--- config.mk ---
export PLATFORM = sky130hd
export DESIGN_NAME = pipelined_addsub
export DESIGN_NICKNAME = d
export VERILOG_FILES = /design/src/rtl/pipelined_addsub.sv
export SDC_FILE = /design/constraint.sdc
export NUM_CORES = 1
export LEC_CHECK = 0
export CAP_MARGIN = 20
export CORE_MARGIN = 2
export CORE_UTILIZATION = 55
export CTS_CLUSTER_DIAMETER = 40
export DETAILED_ROUTE_END_ITERATION = 10
export PLACE_DENSITY_LB_ADDON = 0.3
export SYNTH_ARGS = -nofsm -noshare
export SYNTH_HDL_FRONTEND = slang
export SYNTH_SLANG_ARGS = --single-unit
--- constraint.sdc ---
create_clock -name clk -period 24.2 [get_ports clk]
set_clock_uncertainty 0.15 [all_clocks]
set_input_delay 4.84 -clock clk [delete_from_list [all_inputs] [get_ports clk]]
set_output_delay 4.84 -clock clk [all_outputs]
set_load 0.02 [all_outputs]
--- src/rtl/pipelined_addsub.sv ---
// pipelined_addsub: registered add/subtract with the carry chain cut into STAGES segments.
//
// Stage 0 registers the operands; stage k (1..STAGES) adds segment k-1 using the
// registered carry of stage k-1. The final stage also forms the borrow/carry bit
// and the signed-overflow flag, so sum/ovf/out_valid come straight from registers.
// The whole pipeline advances together whenever the output is free or being taken.
//
// Ports:
//   clk        rising-edge clock
//   rst_n      synchronous active-low reset (clears every register)
//   in_valid   operand beat present
//   in_ready   beat accepted this cycle (combinational from out_ready)
//   a, b       WIDTH-bit operands
//   sub        0: a+b, 1: a-b
//   out_valid  result present
//   out_ready  downstream takes the result
//   sum        WIDTH+1-bit result; top bit is carry (add) or borrow (subtract)
//   ovf        two's-complement overflow of the WIDTH-bit result
module pipelined_addsub #(
  parameter int unsigned WIDTH  = 69,
  parameter int unsigned STAGES = 4
) (
  input  logic             clk,
  input  logic             rst_n,
  input  logic             in_valid,
  output logic             in_ready,
  input  logic [WIDTH-1:0] a,
  input  logic [WIDTH-1:0] b,
  input  logic             sub,
  output logic             out_valid,
  input  logic             out_ready,
  output logic [WIDTH:0]   sum,
  output logic             ovf
);

  localparam int unsigned Seg    = (WIDTH + STAGES - 1) / STAGES;
  localparam int unsigned Pw     = STAGES * Seg;
  localparam int unsigned LoLast = (STAGES - 1) * Seg;
  localparam int unsigned Last   = WIDTH - LoLast;
  // Operands are zero-padded to Pw bits; only real bits of B get inverted on subtract.
  localparam logic [Pw-1:0] Mask = Pw'({WIDTH{1'b1}});

  if (WIDTH < 1 || STAGES < 1 || LoLast >= WIDTH) begin : g_param_check
    $error("pipelined_addsub: WIDTH/STAGES leave an empty last segment");
  end

  // Index k holds the beat that has completed stage k (k = 0 is the input register).
  logic [Pw-1:0] opa_q [STAGES];
  logic [Pw-1:0] opa_d [STAGES];
  logic [Pw-1:0] opb_q [STAGES];
  logic [Pw-1:0] opb_d [STAGES];
  logic [Pw-1:0] res_q [STAGES];
  logic [Pw-1:0] res_d [STAGES];
  logic          sub_q [STAGES];
  logic          sub_d [STAGES];
  logic          cry_q [STAGES];
  logic          cry_d [STAGES];
  logic          vld_q [STAGES+1];
  logic          vld_d [STAGES+1];
  logic [WIDTH:0] sum_q, sum_d;
  logic           ovf_q, ovf_d;

  logic           adv;
  logic [Seg:0]   mid_seg;
  logic [Seg:0]   last_seg;
  logic           a_msb, b_msb;
  logic           unused_seg;

  // One Seg-bit carry chain: segment idx of x plus (optionally inverted) segment of y.
  function automatic logic [Seg:0] seg_add(input logic [Pw-1:0] x, input logic [Pw-1:0] y,
                                           input logic inv, input logic cin,
                                           input int unsigned idx);
    logic [Seg-1:0] xs, ys, ms;
    xs = x[idx*Seg +: Seg];
    ys = y[idx*Seg +: Seg];
    ms = Mask[idx*Seg +: Seg];
    return {1'b0, xs} + {1'b0, ys ^ (ms & {Seg{inv}})} + {{Seg{1'b0}}, cin};
  endfunction

  assign adv       = out_ready | ~vld_q[STAGES];
  assign in_ready  = adv;
  assign out_valid = vld_q[STAGES];
  assign sum       = sum_q;
  assign ovf       = ovf_q;

  always_comb begin
    mid_seg = '0;
    for (int unsigned k = 0; k < STAGES; k++) begin
      opa_d[k] = opa_q[k];
      opb_d[k] = opb_q[k];
      res_d[k] = res_q[k];
      sub_d[k] = sub_q[k];
      cry_d[k] = cry_q[k];
      vld_d[k] = vld_q[k];
    end
    vld_d[STAGES] = vld_q[STAGES];

    // Stage 0: the subtract carry-in rides along as the first segment's carry.
    opa_d[0] = Pw'(a);
    opb_d[0] = Pw'(b);
    res_d[0] = '0;
    sub_d[0] = sub;
    cry_d[0] = sub;
    vld_d[0] = in_valid;

    for (int unsigned k = 1; k < STAGES; k++) begin
      mid_seg  = seg_add(opa_q[k-1], opb_q[k-1], sub_q[k-1], cry_q[k-1], k - 1);
      opa_d[k] = opa_q[k-1];
      opb_d[k] = opb_q[k-1];
      res_d[k] = res_q[k-1];
      res_d[k][(k-1)*Seg +: Seg] = mid_seg[Seg-1:0];
      sub_d[k] = sub_q[k-1];
      cry_d[k] = mid_seg[Seg];
      vld_d[k] = vld_q[k-1];
    end
    vld_d[STAGES] = vld_q[STAGES-1];

    // Last segment: padding above Last is zero, so its carry-out lands on bit Last.
    last_seg = seg_add(opa_q[STAGES-1], opb_q[STAGES-1], sub_q[STAGES-1], cry_q[STAGES-1],
                       STAGES - 1);
    sum_d                 = {1'b0, res_q[STAGES-1][WIDTH-1:0]};
    sum_d[LoLast +: Last] = last_seg[Last-1:0];
    sum_d[WIDTH]          = last_seg[Last] ^ sub_q[STAGES-1];

    a_msb = opa_q[STAGES-1][WIDTH-1];
    b_msb = opb_q[STAGES-1][WIDTH-1];
    ovf_d = (sub_q[STAGES-1] ? (a_msb != b_msb) : (a_msb == b_msb)) &&
            (sum_d[WIDTH-1] != a_msb);
  end

  assign unused_seg = ^last_seg;

  always_ff @(posedge clk) begin
    if (!rst_n) begin
      for (int unsigned k = 0; k < STAGES; k++) begin
        opa_q[k] <= '0;
        opb_q[k] <= '0;
        res_q[k] <= '0;
        sub_q[k] <= 1'b0;
        cry_q[k] <= 1'b0;
      end
      for (int unsigned k = 0; k <= STAGES; k++) begin
        vld_q[k] <= 1'b0;
      end
      sum_q <= '0;
      ovf_q <= 1'b0;
    end else if (adv) begin
      for (int unsigned k = 0; k < STAGES; k++) begin
        opa_q[k] <= opa_d[k];
        opb_q[k] <= opb_d[k];
        res_q[k] <= res_d[k];
        sub_q[k] <= sub_d[k];
        cry_q[k] <= cry_d[k];
      end
      for (int unsigned k = 0; k <= STAGES; k++) begin
        vld_q[k] <= vld_d[k];
      end
      sum_q <= sum_d;
      ovf_q <= ovf_d;
    end
  end

endmodule

Word-level counts from Yosys, hierarchy flattened
Memories as Yosys holds them, arrays and structs flattened. A register that Yosys moved wholly into a read port is not among the register bits.
Cells that the tools add are included.
{"block": "totals", "latch_bits": 0, "romBits": 0, "ram_bits": 877, "elab_cells": 83, "memories": 6, "register_bits": 71}
{"memory": "opa_q", "depth": 4, "word_bits": 72, "read_ports": 4, "rd_clocked_by_memory_dff": 0, "wr": 4, "line_no": "48", "text": "logic [Pw-1:0] opa_q [STAGES];"}
{"memory": "opb_q", "depth": 4, "word_bits": 72, "read_ports": 4, "rd_clocked_by_memory_dff": 0, "wr": 4, "line_no": "50", "text": "logic [Pw-1:0] opb_q [STAGES];"}
{"memory": "res_q", "depth": 4, "word_bits": 72, "read_ports": 4, "rd_clocked_by_memory_dff": 1, "wr": 4, "line_no": "52", "text": "logic [Pw-1:0] res_q [STAGES];"}
{"memory": "vld_q", "depth": 5, "word_bits": 1, "read_ports": 5, "rd_clocked_by_memory_dff": 0, "wr": 5, "line_no": "58", "text": "logic vld_q [STAGES+1];"}
{"memory": "cry_q", "depth": 4, "word_bits": 1, "read_ports": 4, "rd_clocked_by_memory_dff": 0, "wr": 4, "line_no": "56", "text": "logic cry_q [STAGES];"}
{"memory": "sub_q", "depth": 4, "word_bits": 1, "read_ports": 4, "rd_clocked_by_memory_dff": 0, "wr": 4, "line_no": "54", "text": "logic sub_q [STAGES];"}
{"block": "classes", "div": 0, "mux": 30, "n_reduce_logical": 2, "eq_ne": 3, "shift": 0, "addsub": 8, "n_mul": 0, "n_lt_le_gt_ge": 0, "n_bitwise": 32}
{"op": "two-way mux 72 bit", "n": 12}
{"op": "adder 18 x 18 -> 19 bit", "n": 3}
{"op": "adder 19 x 1 -> 19 bit", "n": 3}
{"op": "bitwise XOR 18 bit", "n": 3}
{"op": "bitwise OR 1 bit", "n": 26}
{"op": "two-way mux 1 bit", "n": 18}
{"op": "adder 16 x 1 -> 16 bit", "n": 1}
{"op": "adder 16 bit", "n": 1}
{"op": "bitwise XOR 16 x 15 -> 16 bit", "n": 1}
{"op": "!= test 1 bit", "n": 2}
{"op": "== test 1 bit", "n": 1}
{"op": "logical AND 1 bit", "n": 1}
{"op": "logical NOT 1 bit", "n": 1}
{"op": "inverter 1 bit", "n": 1}
{"op": "bitwise XOR 1 bit", "n": 1}

Depth between registers and ports, before layout
Gate-level depths: netlist (run 1).
An unclocked memory read counts as a cell.
{"block": "depth", "depth_word": 7, "depth_mapped": 14, "mapped_depth_nobuf": 12}

Worst setup path after synthesis (run 1)
Ideal clock, no wire load.
{"block": "synth_timing", "path_type": "input-to-reg", "start": "input port rst_n", "end": "memory cry_q[3], enable pin", "setup_slack_ps": 9294, "t_arrival_ps": 13959, "cell_stages": 4, "path_cell_list": "clkbuf_1 > and2_1 > clkbuf_1 > inv_1"}
{"item": "start, declared", "line_no": "24", "text": "input logic rst_n,"}
{"item": "end, declared", "line_no": "56"}

Final worst setup path (run 1)
{"block": "layout_timing", "start": "input port out_ready", "end": "output port in_ready"}
{"block": "layout_via", "elab_chain_len": 1}
{"item": "start, declared", "line_no": "31", "text": "input logic out_ready,"}
{"item": "bitwise OR 1 bit", "line_no": "80", "text": "assign adv = out_ready | ~vld_q[STAGES];"}
{"item": "end, declared", "line_no": "26", "text": "output logic in_ready,"}
Every way passes these cells.

==> flow_metrics.tcl, run 1 <==
set metrics [dict create \
    cp_slowest_cell "clkdlybuf4s50_1" \
    internal_power_mw 1.74 \
    gp_congestion 0.914 \
    dpl.cell_count 2425 \
    cts.sinks 528 \
    dr.pass1.iters 5 \
    synth_cell_types 56 \
    cts_repair_resize_count 0 \
    r2r_cells 5 \
    leakage_nw 12.7 \
    dp_hpwl_um 27500 \
    p_sw_share_pct 22.0 \
    syn-num-nets 2012 \
    ys_ff_latch 528 \
    fin_nets 2187 \
    coreArea_um2 41000 \
    yosysWarnings 0 \
    die_area_um2 43400 \
    holdPathStages 2 \
    clk_pin_slew_ns 0.05 \
    powerDensity_nw_per_um2 80.3 \
    crit_type "in2out" \
    mappedNetlistArea_um2 23000 \
    cts_buffers 76 \
    period_needed_ns 11.81 \
    ys_seq_area_share_pct 65.6 \
    r2r_end "opb_q[0][46]$_SDFFCE_PN0P_" \
    drt_iter0_drc 1308 \
    vias 14200 \
    drc_errors 0 \
    worstHoldPathType "reg2reg" \
    worstSetupStartpoint "out_ready" \
    synth_cells 1796 \
    grt_pass1_vias 13600 \
    hold_buffers 0 \
    pwr-share-clk_pct 45.9 \
    p_seq_share_pct 47.2 \
    grt_pass1_wl_um 71100 \
    drive_gt1_share_pct 7.14 \
    avgSynthCellArea_um2 12.8 \
    clockBufferDepth 3 \
    switching_power_uw 492 \
    htree_num_levels 3 \
    avgViaCountPerCell 5.54 \
    worst_ep_arrival_time_ns 6.82 \
    gr-total-overflow 0 \
    routed_wl_um 44800 \
    max_freq_mhz 84.7 \
    r2r_start "vld_q[0][4]$_SDFFCE_PN0P_" \
    cp-start-kind "input port" \
    hold_start "sum[52]$_SDFFE_PN0N_" \
    cp.required_ns 19.21 \
    io_buffer_count 215 \
    path_common_cell "clkdlybuf4s50_1" \
    hold_end "sum[52]$_SDFFE_PN0N_" \
    crit_family "buffers and inverters" \
    finalMaxSlewViolations 0 \
    drtAntennaViolNets 0 \
    drv_cap 0 \
    track_usage_pct 20.5 \
    path_buf_inv 3 \
    row_count 74 \
    setup_viol 0 \
    rrSetupSlack_ns 20.00 \
    p_comb_share_pct 6.9 \
    rsz0062_at_grt "false" \
    area_growth_pct 21.3 \
    grt_max_degree 299 \
    cp-end-kind "output pin" \
    antenna_found_initial 3 \
    status "finished, final reports clean" \
    cts_root_buffer "clkbuf_16" \
    peakVddDrop_mv 0.0494 \
    hold_viol 0 \
    slowest_delay_ns 0.74 \
    ios 216 \
    relSlewSlack_pct 29.4 \
    cts_setup_buffers 0 \
    crit_chain "clkdlybuf4s50_1, nor2b_4, inv_8, clkdlybuf4s50_1" \
    cts_tree "done" \
    initial_utilization_pct 56.0 \
    fin_crit_sh_pct 48.8 \
    wl_per_cell_um 17.5 \
    worstSkewPairLatency_ns 0.58 \
    fp.dieW_um 208 \
    die_y_um 208 \
    tns_ns 0 \
    synthArstFlopShare_pct 0 \
    layoutNonFillerInstCount 2565 \
    synth-edff-count 451 \
    synthFlopType "edfxtp_1" \
    path_max_fanout 173 \
    worst-slew-pin-transition_ns 1.06 \
]
[flip-flops by register name (all words and copies together), names as in the netlist]
signal  cells
res_q     108
opa_q     168
opb_q     168
cry_q       4
vld_q       5
ovf         1
sum        70
sub_q       4
[how the worst max path moves through the flow]
| stage | to | cells past startpoint |
|---|---|---|
| 2_1_floorplan | cry_q[3]$_DFFE_PP_ | 4 |
| 3_3_place_gp | in_ready | 4 |
| 3_5_place_dp | in_ready | 4 |
| 4_1_cts | in_ready | 4 |
| 5_1_grt | in_ready | 4 |
| 6_report | in_ready | 4 |
[logic make-up after synthesis]
kind of cell	Yosys count	share of synthesized area, %
fa+ha+maj	73	4.24
xor+xnor	109	4.15
simple gates	707	16.6
flops	528	65.6
mux	1	0.0436
buf+inv	143	2.34
compound gates	235	6.94
[power by group through the flow]
stage	clock network (mW)	registers (mW)	logic, mW
after floorplan	0	1.07	0.0922
after CTS	1.05	1.06	0.155
final	1.03	1.06	0.154
after global routing	1.09	1.06	0.171
after global placement	0	1.07	0.149
after detailed placement	0	1.07	0.154
[synthesized netlist by cell type, types with 4 or more instances]
cell	n	area share [%]
edfxtp_1	451	59
and3_1	405	11
nand2_1	164	2.7
clkbuf_1	124	2.0
xor2_1	86	3.3
dfxtp_1	77	6.7
nor2_1	70	1.1
ha_1	65	3.5
a21boi_0	63	2.1
a21oi_1	42	0.91
o21ai_0	42	0.91
xnor2_1	23	0.88
nor3_1	19	0.41
a21o_1	18	0.59
inv_1	14	0.23
o21a_1	13	0.42
a211oi_1	9	0.29
and2_1	8	0.22
fa_1	8	0.70
nand2b_1	8	0.22
nand3_1	7	0.15
o211ai_1	7	0.23
nor2b_1	6	0.16
buf_1	5	0.082
o21bai_1	5	0.16
o31ai_1	4	0.13
or3_1	4	0.11
[layout make-up]
type,instances,area [µm²]
multi-input cells,1125,7370
flip-flops and latches,528,15100
clock inverters,48,384
clock buffers,90,2040
diodes,2,5.00
fillers,2896,13200
well taps,532,666
repair buffers,226,2250
inverters,14,67.6
[routing by layer]
metal | track usage, % | vias up | share of wire (%)
met5 | 0 | - | 0.029
met4 | 6.77 | 2 | 2.0
met3 | 4.20 | 79 | 6.3
met2 | 31.2 | 429 | 45
met1 | 29.6 | 6713 | 47
li1 | - | 6978 | -
[worst register-to-register path: stages (launching register included)]
cell and delay (ns):
edfxtp_1 0.41, nor2b_4 0.17, and2_1 0.34, inv_8 0.73
buf_4 1.00, buf_4 0.97
[metrics by stage]
stage	hold WS (ns)	utilization (%)	total power, mW	setup WS (ns)	cell area [µm²]
after floorplan	0.315	-	1.17	9.29	23000
after global placement	0.301	62.0	1.22	12.44	25400
after detailed placement	0.307	62.0	1.23	12.45	25400
after CTS	0.312	67.9	2.26	12.46	27900
after global routing	0.335	67.9	2.32	12.34	27900
final	0.309	67.9	2.24	12.39	27900
[cell usage in the layout (no fill, tap or decap), types with 9 or more instances in the layout]
cell type        instances
a211oi_1                 9
a21boi_0                63
a21o_1                  18
a21oi_1                 42
and3_1                 405
buf_4                   10
clkbuf_1                 9
clkbuf_16               79
clkdlybuf4s50_1        214
clkinv_2                12
clkinvlp_4              11
dfxtp_1                 77
edfxtp_1               451
ha_1                    65
inv_1                   12
inv_6                    9
nand2_1                163
nor2_1                  70
nor3_1                  19
o21a_1                  13
o21ai_0                 42
xnor2_1                 23
xor2_1                  86
No activity file was read; power rests on OpenSTA's default activity.
==> run 2: changes to the inputs <==
Clock period 24.2 ns to 11.55 ns, I/O delays scaled along.
==> run 2 against run 1 <==
Utilization shrank 0.64 points; clock power is 87% higher; non-clock buffer count rose by 5; via count increased by 0.12%; final area down 0.94%; highest routed layer unchanged; setup slack got worse by 7.5 ns; register-to-register slack got worse by 13 ns.
==> flow_metrics.tcl, run 2 (synthesis gave the netlist of run 1 again) <==
set metrics [dict create \
    status "finished, final reports clean" \
    fin_area_um2 27600 \
    cp-start-kind "input port" \
    cts_tree "done" \
    dp_hpwl_um 28200 \
    drv_cap 0 \
    hold_viol 0 \
    path_max_fanout 178 \
    coreArea_um2 41000 \
    fin_ws_ns 4.85 \
    crit_type "in2out" \
    antenna_found_initial 2 \
    dpl.cell_count 2427 \
    clockBufferDepth 3 \
    r2r_cells 11 \
    n_antenna_cell 0 \
    die_area_um2 43400 \
    drc_errors 0 \
    leakage_nw 12.6 \
    vias 14200 \
    cts_setup_buffers 0 \
    drt_iter0_drc 1170 \
    final_cell_mix "edfxtp_1, and3_1, clkdlybuf4s50_1" \
    layoutNonFillerInstCount 2545 \
    dp_slack_ns 4.88 \
    clk_pin_slew_ns 0.05 \
    grt_pass1_vias 13600 \
    fp.dieW_um 208 \
    finalMaxSlewViolations 0 \
    relSlewSlack_pct 21.8 \
    grt_pass1_wl_um 70400 \
    tns_ns 0 \
    fin_crit_sh_pct 58.0 \
    htree_num_levels 2 \
    track_usage_pct 20.2 \
    crit_chain "clkdlybuf4s50_1, nor2b_4, inv_8, clkdlybuf4s50_1" \
    fin_nets 2177 \
    avgViaCountPerCell 5.59 \
    cts.sinks 528 \
    io_buffer_count 215 \
    row_count 74 \
    drtAntennaViolNets 0 \
    gr-total-overflow 0 \
    grt_max_degree 211 \
    worst_ep_arrival_time_ns 4.24 \
    path_common_cell "clkdlybuf4s50_1" \
    die_y_um 208 \
    gp_congestion 0.891 \
    wl_per_cell_um 17.6 \
    worstSkewPairLatency_ns 0.61 \
    crit_cells 4 \
    slowest_delay_ns 0.74 \
    holdPathStages 2 \
    cp.required_ns 9.09 \
    fin_hold_ws_ns 0.309 \
    initial_utilization_pct 56.0 \
    rsz0062_at_grt "false" \
    cts_root_buffer "clkbuf_16" \
    max_freq_mhz 149 \
    drive_gt1_share_pct 6.31 \
    cts_repair_resize_count 0 \
    cts_buffers 61 \
    worstHoldPathType "reg2reg" \
    routed_wl_um 44800 \
    ios 216 \
    period_needed_ns 6.70 \
    setup_viol 0 \
    final_common_cell "edfxtp_1" \
    hold_buffers 0 \
    area_growth_pct 20.1 \
    top_regs "opa_q: 168 flops, opb_q: 168 flops, res_q: 108 flops" \
    power_mw 4.46 \
    path_buf_inv 3 \
    peakVddDrop_mv 0.122 \
    powerDensity_nw_per_um2 162 \
    cp_slowest_cell "clkdlybuf4s50_1" \
    worst-slew-pin-transition_ns 1.17 \
    cp-end-kind "output pin" \
    dr.pass1.iters 6 \
    crit_family "buffers and inverters" \
    final_core_util_pct 67.3 \
    place_area_um2 25400 \
]
run 2: cell types whose count changed in the layout (fill, tap and decap cells not counted):
cell        delta
clkbuf_16     -13
clkinv_2       -8
clkinvlp_4     -4
buf_16         +2
buf_4          +2
bufinv_16      +2
clkbuf_8       -2
diode_2        -2
inv_8          +2
buf_12         +1
clkbuf_1       -1
clkinv_1       +1
clkinv_8       -1
inv_6          +1
run 2: path summary, 6_finish.rpt:
check	start	to	slack, ns
worst max-delay path	out_ready	in_ready	4.85
worst min-delay path	sum[12]$_SDFFE_PN0N_	sum[12]$_SDFFE_PN0N_	0.31
worst max register to register	sub_q[1]$_DFF_P_	res_q[2][34]$_SDFFCE_PN0P_	7.33
worst min register to register	sum[12]$_SDFFE_PN0N_	sum[12]$_SDFFE_PN0N_	0.31
run 2: layout make-up:
cell class / count / area (µm²)
Fill cell: 2928 / 13400
Inverter: 14 / 63.8
Multi-Input combinational cell: 1125 / 7370
Tap cell: 532 / 666
Clock buffer: 74 / 1680
Clock inverter: 41 / 397
Timing Repair Buffer: 231 / 2340
Sequential cell: 528 / 15100
run 2: power breakdown:
group | leakage [nW] | switching, mW | internal (mW)
combinational | 5.56 | 0.163 | 0.162
sequential | 5.99 | 0.0370 | 2.17
clock | 1.00 | 0.785 | 1.14
total | 12.6 | 0.985 | 3.48
run 2: metal layers:
metal  part of all wire, %  GRT usage [%]  vias to the layer above
met5                 0.027              0                        -
met4                   2.4           6.87                        2
met3                   6.0           3.77                       79
met2                    46           30.9                      409
met1                    46           29.4                     6770
li1                      -              -                     6958
run 2: worst min-delay path: stages, from the launching register on:
cell,delay (ns)
dfxtp_1,0.30
nand2_1,0.05
a21boi_0,0.06
